--- src/rtl/sonar_scheduler.sv ---
// sonar_scheduler: round-robin trigger/measure sequencer for ultrasonic
// rangefinders. Each sensor in turn gets a trigger pulse. The scheduler then
// times the width of its echo pulse and reports the result, and finally
// waits out a guard gap before the next sensor is triggered.
module sonar_scheduler #(
  parameter int NUM_SENSORS    = 3,
  parameter int TRIG_CYCLES    = 500,
  parameter int TIMEOUT_CYCLES = 1_500_000,
  parameter int GUARD_CYCLES   = 500_000
) (
  input  logic                   clk,
  input  logic                   rst_n,
  input  logic                   en,
  input  logic [NUM_SENSORS-1:0] echo,
  output logic [NUM_SENSORS-1:0] trig,
  output logic [31:0]            dist_cycles,
  output logic [1:0]             dist_id,
  output logic                   dist_valid,
  output logic                   timeout,
  output logic                   sweep_done,
  output logic                   busy
);

  typedef enum logic [2:0] {
    IDLE,
    TRIG,
    WAIT_RISE,
    MEASURE,
    GUARD
  } state_t;

  // Terminal counts for the shared counter in each timed state.
  localparam logic [31:0] TRIG_LAST  = 32'(TRIG_CYCLES - 1);
  localparam logic [31:0] WAIT_LAST  = 32'(TIMEOUT_CYCLES - 1);
  localparam logic [31:0] MEAS_LIMIT = 32'(TIMEOUT_CYCLES);
  localparam logic [31:0] GUARD_LAST = 32'(GUARD_CYCLES - 1);
  localparam logic [1:0]  IDX_LAST   = 2'(NUM_SENSORS - 1);

  // Echo synchronizer chain plus one delayed copy for edge detection.
  logic [NUM_SENSORS-1:0] echo_meta_reg;
  logic [NUM_SENSORS-1:0] echo_s_reg;
  logic [NUM_SENSORS-1:0] echo_d_reg;

  // Sequencer state.
  state_t                 state_reg, state_next;
  logic [1:0]             idx_reg, idx_next;
  logic [31:0]            cnt_reg, cnt_next;
  logic [NUM_SENSORS-1:0] trig_reg, trig_next;
  logic                   busy_reg;

  // Result registers.
  logic [31:0]            dist_cycles_reg;
  logic [1:0]             dist_id_reg;
  logic                   dist_valid_reg;
  logic                   timeout_reg;
  logic                   sweep_done_reg;

  // Report decision produced by the state logic.
  logic                   report_valid;
  logic [31:0]            report_dist;
  logic                   report_tmo;

  // Per-sensor selection masks for the current and the upcoming index.
  logic [NUM_SENSORS-1:0] sel_cur;
  logic [NUM_SENSORS-1:0] sel_next;
  logic                   rise_sel;
  logic                   level_sel;

  for (genvar gi = 0; gi < NUM_SENSORS; gi++) begin : g_sel
    assign sel_cur[gi]  = (idx_reg == 2'(gi));
    assign sel_next[gi] = (idx_next == 2'(gi));
  end

  // Only the selected sensor's synchronized line is looked at.
  assign rise_sel  = |(sel_cur & echo_s_reg & ~echo_d_reg);
  assign level_sel = |(sel_cur & echo_s_reg);

  // Bring the raw echo lines into the clock domain and keep a delayed copy.
  always_ff @(posedge clk or negedge rst_n) begin
    if (!rst_n) begin
      echo_meta_reg <= '0;
      echo_s_reg    <= '0;
      echo_d_reg    <= '0;
    end else begin
      echo_meta_reg <= echo;
      echo_s_reg    <= echo_meta_reg;
      echo_d_reg    <= echo_s_reg;
    end
  end

  // Next-state, counter and report decision for the sensor sequence.
  always_comb begin
    state_next   = state_reg;
    idx_next     = idx_reg;
    cnt_next     = cnt_reg + 32'd1;
    report_valid = 1'b0;
    report_dist  = '0;
    report_tmo   = 1'b0;
    case (state_reg)
      IDLE: begin
        cnt_next = '0;
        if (en) begin
          state_next = TRIG;
        end
      end
      TRIG: begin
        if (cnt_reg == TRIG_LAST) begin
          state_next = WAIT_RISE;
          cnt_next   = '0;
        end
      end
      WAIT_RISE: begin
        if (rise_sel) begin
          // The edge cycle itself is the first high cycle of the pulse,
          // so the measurement starts already holding a count of one.
          state_next = MEASURE;
          cnt_next   = 32'd1;
        end else if (cnt_reg == WAIT_LAST) begin
          report_valid = 1'b1;
          report_tmo   = 1'b1;
          state_next   = GUARD;
          cnt_next     = '0;
        end
      end
      MEASURE: begin
        if (!level_sel) begin
          report_valid = 1'b1;
          report_dist  = cnt_reg;
          state_next   = GUARD;
          cnt_next     = '0;
        end else if (cnt_reg == MEAS_LIMIT) begin
          report_valid = 1'b1;
          report_dist  = MEAS_LIMIT;
          report_tmo   = 1'b1;
          state_next   = GUARD;
          cnt_next     = '0;
        end
      end
      GUARD: begin
        if (cnt_reg == GUARD_LAST) begin
          idx_next   = (idx_reg == IDX_LAST) ? 2'd0 : idx_reg + 2'd1;
          state_next = en ? TRIG : IDLE;
          cnt_next   = '0;
        end
      end
      default: begin
        state_next = IDLE;
        cnt_next   = '0;
      end
    endcase
  end

  // Trigger line is registered from the upcoming state so it is glitch-free.
  assign trig_next = (state_next == TRIG) ? sel_next : '0;

  // Sequencer registers.
  always_ff @(posedge clk or negedge rst_n) begin
    if (!rst_n) begin
      state_reg <= IDLE;
      idx_reg   <= '0;
      cnt_reg   <= '0;
      trig_reg  <= '0;
      busy_reg  <= 1'b0;
    end else begin
      state_reg <= state_next;
      idx_reg   <= idx_next;
      cnt_reg   <= cnt_next;
      trig_reg  <= trig_next;
      busy_reg  <= (state_next != IDLE);
    end
  end

  // Capture each result; values hold until the next report.
  always_ff @(posedge clk or negedge rst_n) begin
    if (!rst_n) begin
      dist_cycles_reg <= '0;
      dist_id_reg     <= '0;
      timeout_reg     <= 1'b0;
      dist_valid_reg  <= 1'b0;
      sweep_done_reg  <= 1'b0;
    end else begin
      dist_valid_reg <= report_valid;
      sweep_done_reg <= report_valid && (idx_reg == IDX_LAST);
      if (report_valid) begin
        dist_cycles_reg <= report_dist;
        dist_id_reg     <= idx_reg;
        timeout_reg     <= report_tmo;
      end
    end
  end

  assign trig        = trig_reg;
  assign busy        = busy_reg;
  assign dist_cycles = dist_cycles_reg;
  assign dist_id     = dist_id_reg;
  assign dist_valid  = dist_valid_reg;
  assign timeout     = timeout_reg;
  assign sweep_done  = sweep_done_reg;

endmodule

--- config.mk ---
export PLATFORM = sky130hd
export DESIGN_NAME = sonar_scheduler
export DESIGN_NICKNAME = d
export VERILOG_FILES = /design/src/rtl/sonar_scheduler.sv
export SDC_FILE = /design/constraint.sdc
export NUM_CORES = 1
export LEC_CHECK = 0
export ABC_AREA = 1
export CAP_MARGIN = 20
export CORE_ASPECT_RATIO = 1.75
export CORE_MARGIN = 3
export CORE_UTILIZATION = 50
export DETAILED_ROUTE_END_ITERATION = 8
export GPL_TIMING_DRIVEN = 0
export PLACE_DENSITY_LB_ADDON = 0.1
export SLEW_MARGIN = 20
export SYNTH_ARGS = -nofsm -noshare
export SYNTH_HDL_FRONTEND = slang
export SYNTH_SLANG_ARGS = --single-unit
--- constraint.sdc ---
create_clock -name clk -period 2.63 [get_ports clk]
set_clock_uncertainty 0.2 [all_clocks]
set_input_delay 0.526 -clock clk [delete_from_list [all_inputs] [get_ports clk]]
set_output_delay 0.526 -clock clk [all_outputs]
set_load 0.05 [all_outputs]
Yosys cells after proc, flatten, opt, wreduce, memory -nomap -nowiden

Index checks and enable logic that the tools add are counted.

Flip-flop bits (word level): 87
Bits in latches: 0
RAM bits: 0
Bits in read-only memories: 0
Bits of input ports: 6
Memories: 0

Add/sub/neg operators: 2
$mul: 0
Div/mod/pow operators: 0
Magnitude comparators: 0
Eq/ne operators: 13
Shift-type cells: 0
Multiplexer cells: 30
Bitwise operators: 3
Reduce and logical (&&, ||, !) cells: 7

Operators by type and width:

| kind                                                   | number |
|---|---|
| 2-to-1 mux 32 bit                                      | 8 |
| one-hot mux 32 bit (4 select lines)                    | 1 |
| equality test 32 x 21 -> 1 bit (second input constant) | 2 |
| adder 32 x 1 -> 32 bit (second input constant)         | 1 |
| equality test 32 x 19 -> 1 bit (second input constant) | 1 |
| equality test 32 x 9 -> 1 bit (second input constant)  | 1 |
| 2-to-1 mux 3 bit                                       | 8 |
| 2-to-1 mux 21 bit                                      | 1 |
| one-hot mux 3 bit (5 select lines)                     | 1 |
| bitwise AND 3 bit                                      | 2 |
| equality test 3 x 1 -> 1 bit (second input constant)   | 2 |
| equality test 3 x 2 -> 1 bit (second input constant)   | 2 |
| 2-to-1 mux 1 bit                                       | 6 |
| 2-to-1 mux 2 bit                                       | 3 |
| OR reduction 3 bit                                     | 2 |
| equality test 2 x 1 -> 1 bit (second input constant)   | 2 |
| equality test 2 bit (second input constant)            | 2 |
| logical NOT 2 bit                                      | 2 |
| one-hot mux 1 bit (2 select lines)                     | 2 |
| equality test 3 bit (second input constant)            | 1 |
| logical NOT 3 bit                                      | 1 |
| NOT 3 bit                                              | 1 |
| nonzero test 3 bit                                     | 1 |
| adder 2 x 1 -> 2 bit (second input constant)           | 1 |
| logical AND 1 bit                                      | 1 |

Longest topological paths before layout

Depth in word-level cells: 8
Gate-level depth with buffers: 14

Least setup slack after synthesis

No wires, ideal clock.

Path kind: flip-flop to flip-flop
From: register cnt_reg[0]
To: register dist_cycles_reg[13], in the netlist dist_cycles[13]
Library setup time: 120 ps
Data arrival time: 1554 ps
Path slack: 756 ps
Stages on the path, launching flop included: 14
Clock period less this slack: 1874 ps
Cells stage by stage: dfrtp_1 -> ha_1 -> nand2_1 -> nor2_2 -> nand3b_1 -> nor2_1 -> nand2_1 -> nor2_1 -> inv_1 -> nand2_4 -> inv_4 -> buf_6 -> nand2_1 -> nand2_1

Longest elaborated chain between the ends: 4
Elaborated cells on any way between the ends: 10

RTL lines:

| what                                              | RTL line | text |
|---|---|---|
| start, declared                                   | 47       | `logic [31:0] cnt_reg, cnt_next;` |
| start signal, assigned                            | 167      | `cnt_reg <= cnt_next;` |
| equality test 32 x 21 -> 1 bit (on tied branches) | 131, 118 |  |
| 2-to-1 mux 1 bit (on tied branches)               | 131, 118 |  |
| 2-to-1 mux 1 bit (on tied branches)               | 126, 113 |  |
| one-hot mux 1 bit (2 select lines) *              | 99       | `case (state_reg)` |
| via report_valid                                  | 59       | `logic report_valid;` |
| end signal, assigned                              | 185      | `dist_cycles_reg <= report_dist;` |
| end, declared                                     | 52       | `logic [31:0] dist_cycles_reg;` |

Mark *: on every way through the listed nets, which the timed path passes. The rest lies on a longest branch.
A chain may end at the register's enable or synchronous reset.

Final worst setup path

From: register cnt_reg[0]
To: register dist_cycles_reg[25], in the netlist dist_cycles[25]

The elaborated chain is that of the path after synthesis.

==> summary.txt <==
Logic synthesis
  – Compound-cell area share of the yosys netlist: just under 3%
  – Share of cell area taken by muxes after synthesis: 0%
  – Count of distinct cell types in the synthesized netlist: 26
  – Portion of the post-synthesis area used by sequential elements: 51.1%
  – YS warnings: 0
  – Largest family of logic cells by synthesized area: simple AND/OR/NAND/NOR gates
  – Total of flip-flops plus latches after synthesis: between 80 and 90
  – Post-synthesis share of cell area spent on xor and xnor gates: under 10%
  – Mapped Nets: 552
  – Post-Synthesis Cell Area: roughly 0.0043 mm²
  – Adder and majority cell fraction of the synthesized area: less than 1%
  – Mapped Avg Cell Area: a little under 8 µm²
  – Share of synthesized cell area in and, or, nand and nor gates: between 30 and 40%
  – Cells after Synth: about 540

Place
  – DP Cell Count: approximately 700
  – Count of input and output buffers: 46
  – Pre-CTS worst setup slack: roughly 400 ps
  – Final HPWL DP: about 8500 µm
  – Routability congestion estimate from global placement: a little over 0.9
  – Post-DP Area: 0.00488 mm²

Clock tree
  – Maximum level of the CTS H-tree: 3
  – Clock slew seen by the registers of the worst setup and hold paths: 60 ps
  – Post-CTS Setup Inserts: 0
  – Clock latency on the worst-skew pair: ~330 ps
  – Clock Tree Buf Depth: 2
  – Count of cells resized by post-cts repair: 0
  – TritonCTS buffer count: 9
  – CTS Root Buffer Type: sky130_fd_sc_hd__clkbuf_16
  – Clock tree from TritonCTS: yes
  – Number of hold buffers added after cts: 1
  – CTS Sinks: 87

Timing
  – Number of max-slew violations in the final report: 0
  – Upper clock frequency limit: between 400 and 500 MHz
  – Final period util: around 85%
  – Fin. Hold Viols: 0
  – Setup repair after global routing missed its margin: no
  – Pin slew with the least headroom to its limit: about 520 ps
  – Final setup violation count: 0
  – Final period demand of the worst path: 2240 ps
  – Post-route setup slack: a little under 400 ps
  – Max-Slew Margin vs Limit: 65.5%

Drt
  – Top Metal Used: met4
  – Total number of vias: between 3000 and 4000
  – Via-to-Cell Ratio: between 4 and 5
  – Number of nets with antenna violations after routing: 0
  – Initial drt markers: 210
  – Met2 wirelength from detailed routing: between 5000 and 6000 µm
  – Detailed route wirelength on metal3: ~260 µm
  – Routed metal-1 wire length: slightly above 4000 µm
  – Total Wirelength: 10700 µm
  – Number of optimization iterations in the first detailed-route pass: 6
  – Per-cell routed wire length: between 10 and 15 µm
  – DRC errors left: 0

Die
  – IO Pins: 47
  – DIE HEIGHT: approximately 130 µm
  – Number of placement rows: between 40 and 50
  – Die area: between 0.009 and 0.01 mm²
  – Die extent in x: between 70 and 80 µm
  – Initial core utilization: 52.4%
  – Placeable Area: around 0.008 mm²

Critical path
  – Largest driver fanout on the critical path: 10
  – Most frequent cell on the critical path: sky130_fd_sc_hd__nand2_1
  – Total buffers and inverters traversed by the critical path: 3
  – Required time at the worst-slack endpoint: around 2700 ps
  – Cell-by-cell trace of the critical path: ha_1 > nand2_1 > nor2_2 > nand3b_1 > nor2_1 > nand2_1 > nor2_1 > inv_1 > nand2_4 > inv_4 > buf_6 > nand2_1 > nand2_1
  – Data arrival at the endpoint of the critical path: 2260 ps
  – Delay of the slowest critical-path stage: around 430 ps
  – Category of the critical setup timing path: reg -> reg
  – Dominant delay contributor by cell family on the critical path: simple AND/OR/NAND/NOR gates
  – Kind of end point of the critical path: flop
  – Library cell contributing the largest single delay on the critical path: sky130_fd_sc_hd__dfrtp_1
  – Kind of launch point of the worst setup path: flop

Finish
  – Number of inserted filler cells in the final layout: between 700 and 800
  – Final antenna diode count: 0
  – Post-route cell area: about 0.0052 mm²
  – Final core utilization: between 60 and 70%
  – P&R area growth vs syn: 22.2%
  – Finished Layout Cells: between 700 and 800
  – Fraction of layout cells with a size suffix above 1: 7.26%
  – Post-layout net count: around 610

Global route
  – Global-route usage over all layers: between 20% and 30%
  – Via count of the first global-routing pass: 3704
  – Number of antenna violations at the first check in global routing: 0
  – Global-route wire length before repair: around 18000 µm
  – Maximum number of pins on one net before global-route repair: 50
  – Grt total ovfl: 0

Power and ir drop
  – Worst IR Drop VDD: just over 0.4 mV
  – Sum of internal, switching and leakage power: 3000 µW
  – Power density over the cells: 576 mW/mm²
  – Standby leakage power: between 0.002 and 0.003 µW

Min path
  – Class of the worst hold path: reg -> reg

Outcome
  – Run status: completed

Flow run
  – Max-capacitance violation count: 0
cell usage in the layout, fill, tap and decap left out:
cell type,instances
sky130_fd_sc_hd__dlygate4sd3_1,1
sky130_fd_sc_hd__clkbuf_8,2
sky130_fd_sc_hd__nand4_1,8
sky130_fd_sc_hd__inv_4,1
sky130_fd_sc_hd__nor2_2,13
sky130_fd_sc_hd__buf_16,1
sky130_fd_sc_hd__nand3_1,18
sky130_fd_sc_hd__nand2_1,188
sky130_fd_sc_hd__clkdlybuf4s50_1,45
sky130_fd_sc_hd__xor2_1,21
sky130_fd_sc_hd__o21ai_0,18
sky130_fd_sc_hd__o21ai_1,3
sky130_fd_sc_hd__ha_1,3
sky130_fd_sc_hd__and3_1,1
sky130_fd_sc_hd__nand3_2,1
sky130_fd_sc_hd__xnor2_1,4
sky130_fd_sc_hd__nand3b_1,2
sky130_fd_sc_hd__buf_6,6
sky130_fd_sc_hd__nand2_4,1
sky130_fd_sc_hd__clkinv_4,2
sky130_fd_sc_hd__clkbuf_1,1
sky130_fd_sc_hd__o31ai_1,1
sky130_fd_sc_hd__inv_1,52
sky130_fd_sc_hd__buf_2,3
sky130_fd_sc_hd__nor3_1,17
sky130_fd_sc_hd__nor2_1,90
sky130_fd_sc_hd__dfrtp_1,87
sky130_fd_sc_hd__o21ai_2,1
sky130_fd_sc_hd__nor4_1,1
sky130_fd_sc_hd__nor2_4,1
sky130_fd_sc_hd__clkinvlp_4,1
sky130_fd_sc_hd__buf_4,1
sky130_fd_sc_hd__clkbuf_16,9
sky130_fd_sc_hd__bufinv_16,1
sky130_fd_sc_hd__a21oi_1,1
power by group:
part	switching, µW	total [µW]	internal (µW)	leakage [µW]
Sequential	59.5	1440	1380	0.00117
Combinational	167	262	94.6	0.00119
Clock	507	1290	785	0.000148
Total	733	3000	2260	0.00251
per-stage QoR:
| step | hold slack, ps | TNS (ps) |
|---|---|---|
| 2_1_floorplan | 30.4 | 0 |
| 3_3_place_gp | 132 | -190510 |
| 3_5_place_dp | 136 | 0 |
| 4_1_cts | 150 | 0 |
| 5_1_grt | 160 | 0 |
| 6_report | 149 | 0 |
worst paths after layout:
check / from / to / slack [ps] / cells after the start
max in group asynchronous: rst_n / cnt_reg[27] / 1110 / 3
worst min-delay path: echo_meta_reg[2] / echo_s_reg[2] / 150 / 0
worst max register to register: cnt_reg[0] / dist_cycles[25] / 390 / 13
worst max-delay path: cnt_reg[0] / dist_cycles[25] / 390 / 13
worst min register to register: echo_meta_reg[2] / echo_s_reg[2] / 150 / 0
min in group asynchronous: rst_n / echo_s_reg[2] / 510 / 2
layout make-up:
| type | instances | area, µm² | share of cell area (%) |
|---|---|---|---|
| clock inverter | 4 | 55.1 | 1.06 |
| clock buffer | 11 | 253 | 4.86 |
| buffer | 10 | 86.3 | 1.66 |
| tap | 112 | 140 | 2.69 |
| sequential | 87 | 2180 | 41.9 |
| inverter | 53 | 201 | 3.87 |
| multi-input combinational | 393 | 1790 | 34.5 |
| timing repair buffer | 48 | 495 | 9.53 |
cells by family after synthesis:
kind of cell             Yosys count
flip-flops                        87
buffers and inverters             63
adder cells (fa/ha/maj)            3
AND/OR/NAND/NOR                  341
XOR/XNOR                          25
AO/OA/AOI/OAI                     24
cells in the mapped netlist (all sizes together):
master / number / area [µm²]
nand2: 189 / 717
buf: 9 / 82.6
o31ai: 1 / 7.51
nor4: 1 / 6.26
nand4: 8 / 50.1
and3: 1 / 6.26
inv: 53 / 201
nand3b: 2 / 15.0
ha: 3 / 37.5
nand3: 19 / 100
xor2: 21 / 184
clkbuf: 1 / 3.75
o21ai: 22 / 114
xnor2: 4 / 35.0
dfrtp: 87 / 2180
nor2: 104 / 430
a21oi: 1 / 5.00
nor3: 17 / 85.1
routing by layer:
layer / GRT usage [%] / up-vias
li1: - / 1804
met2: 44.5 / 74
met3: 3.77 / 25
met5: 0 / -
met4: 12.0 / 0
met1: 27.1 / 1638
No activity file was read; power rests on OpenSTA's default activity.
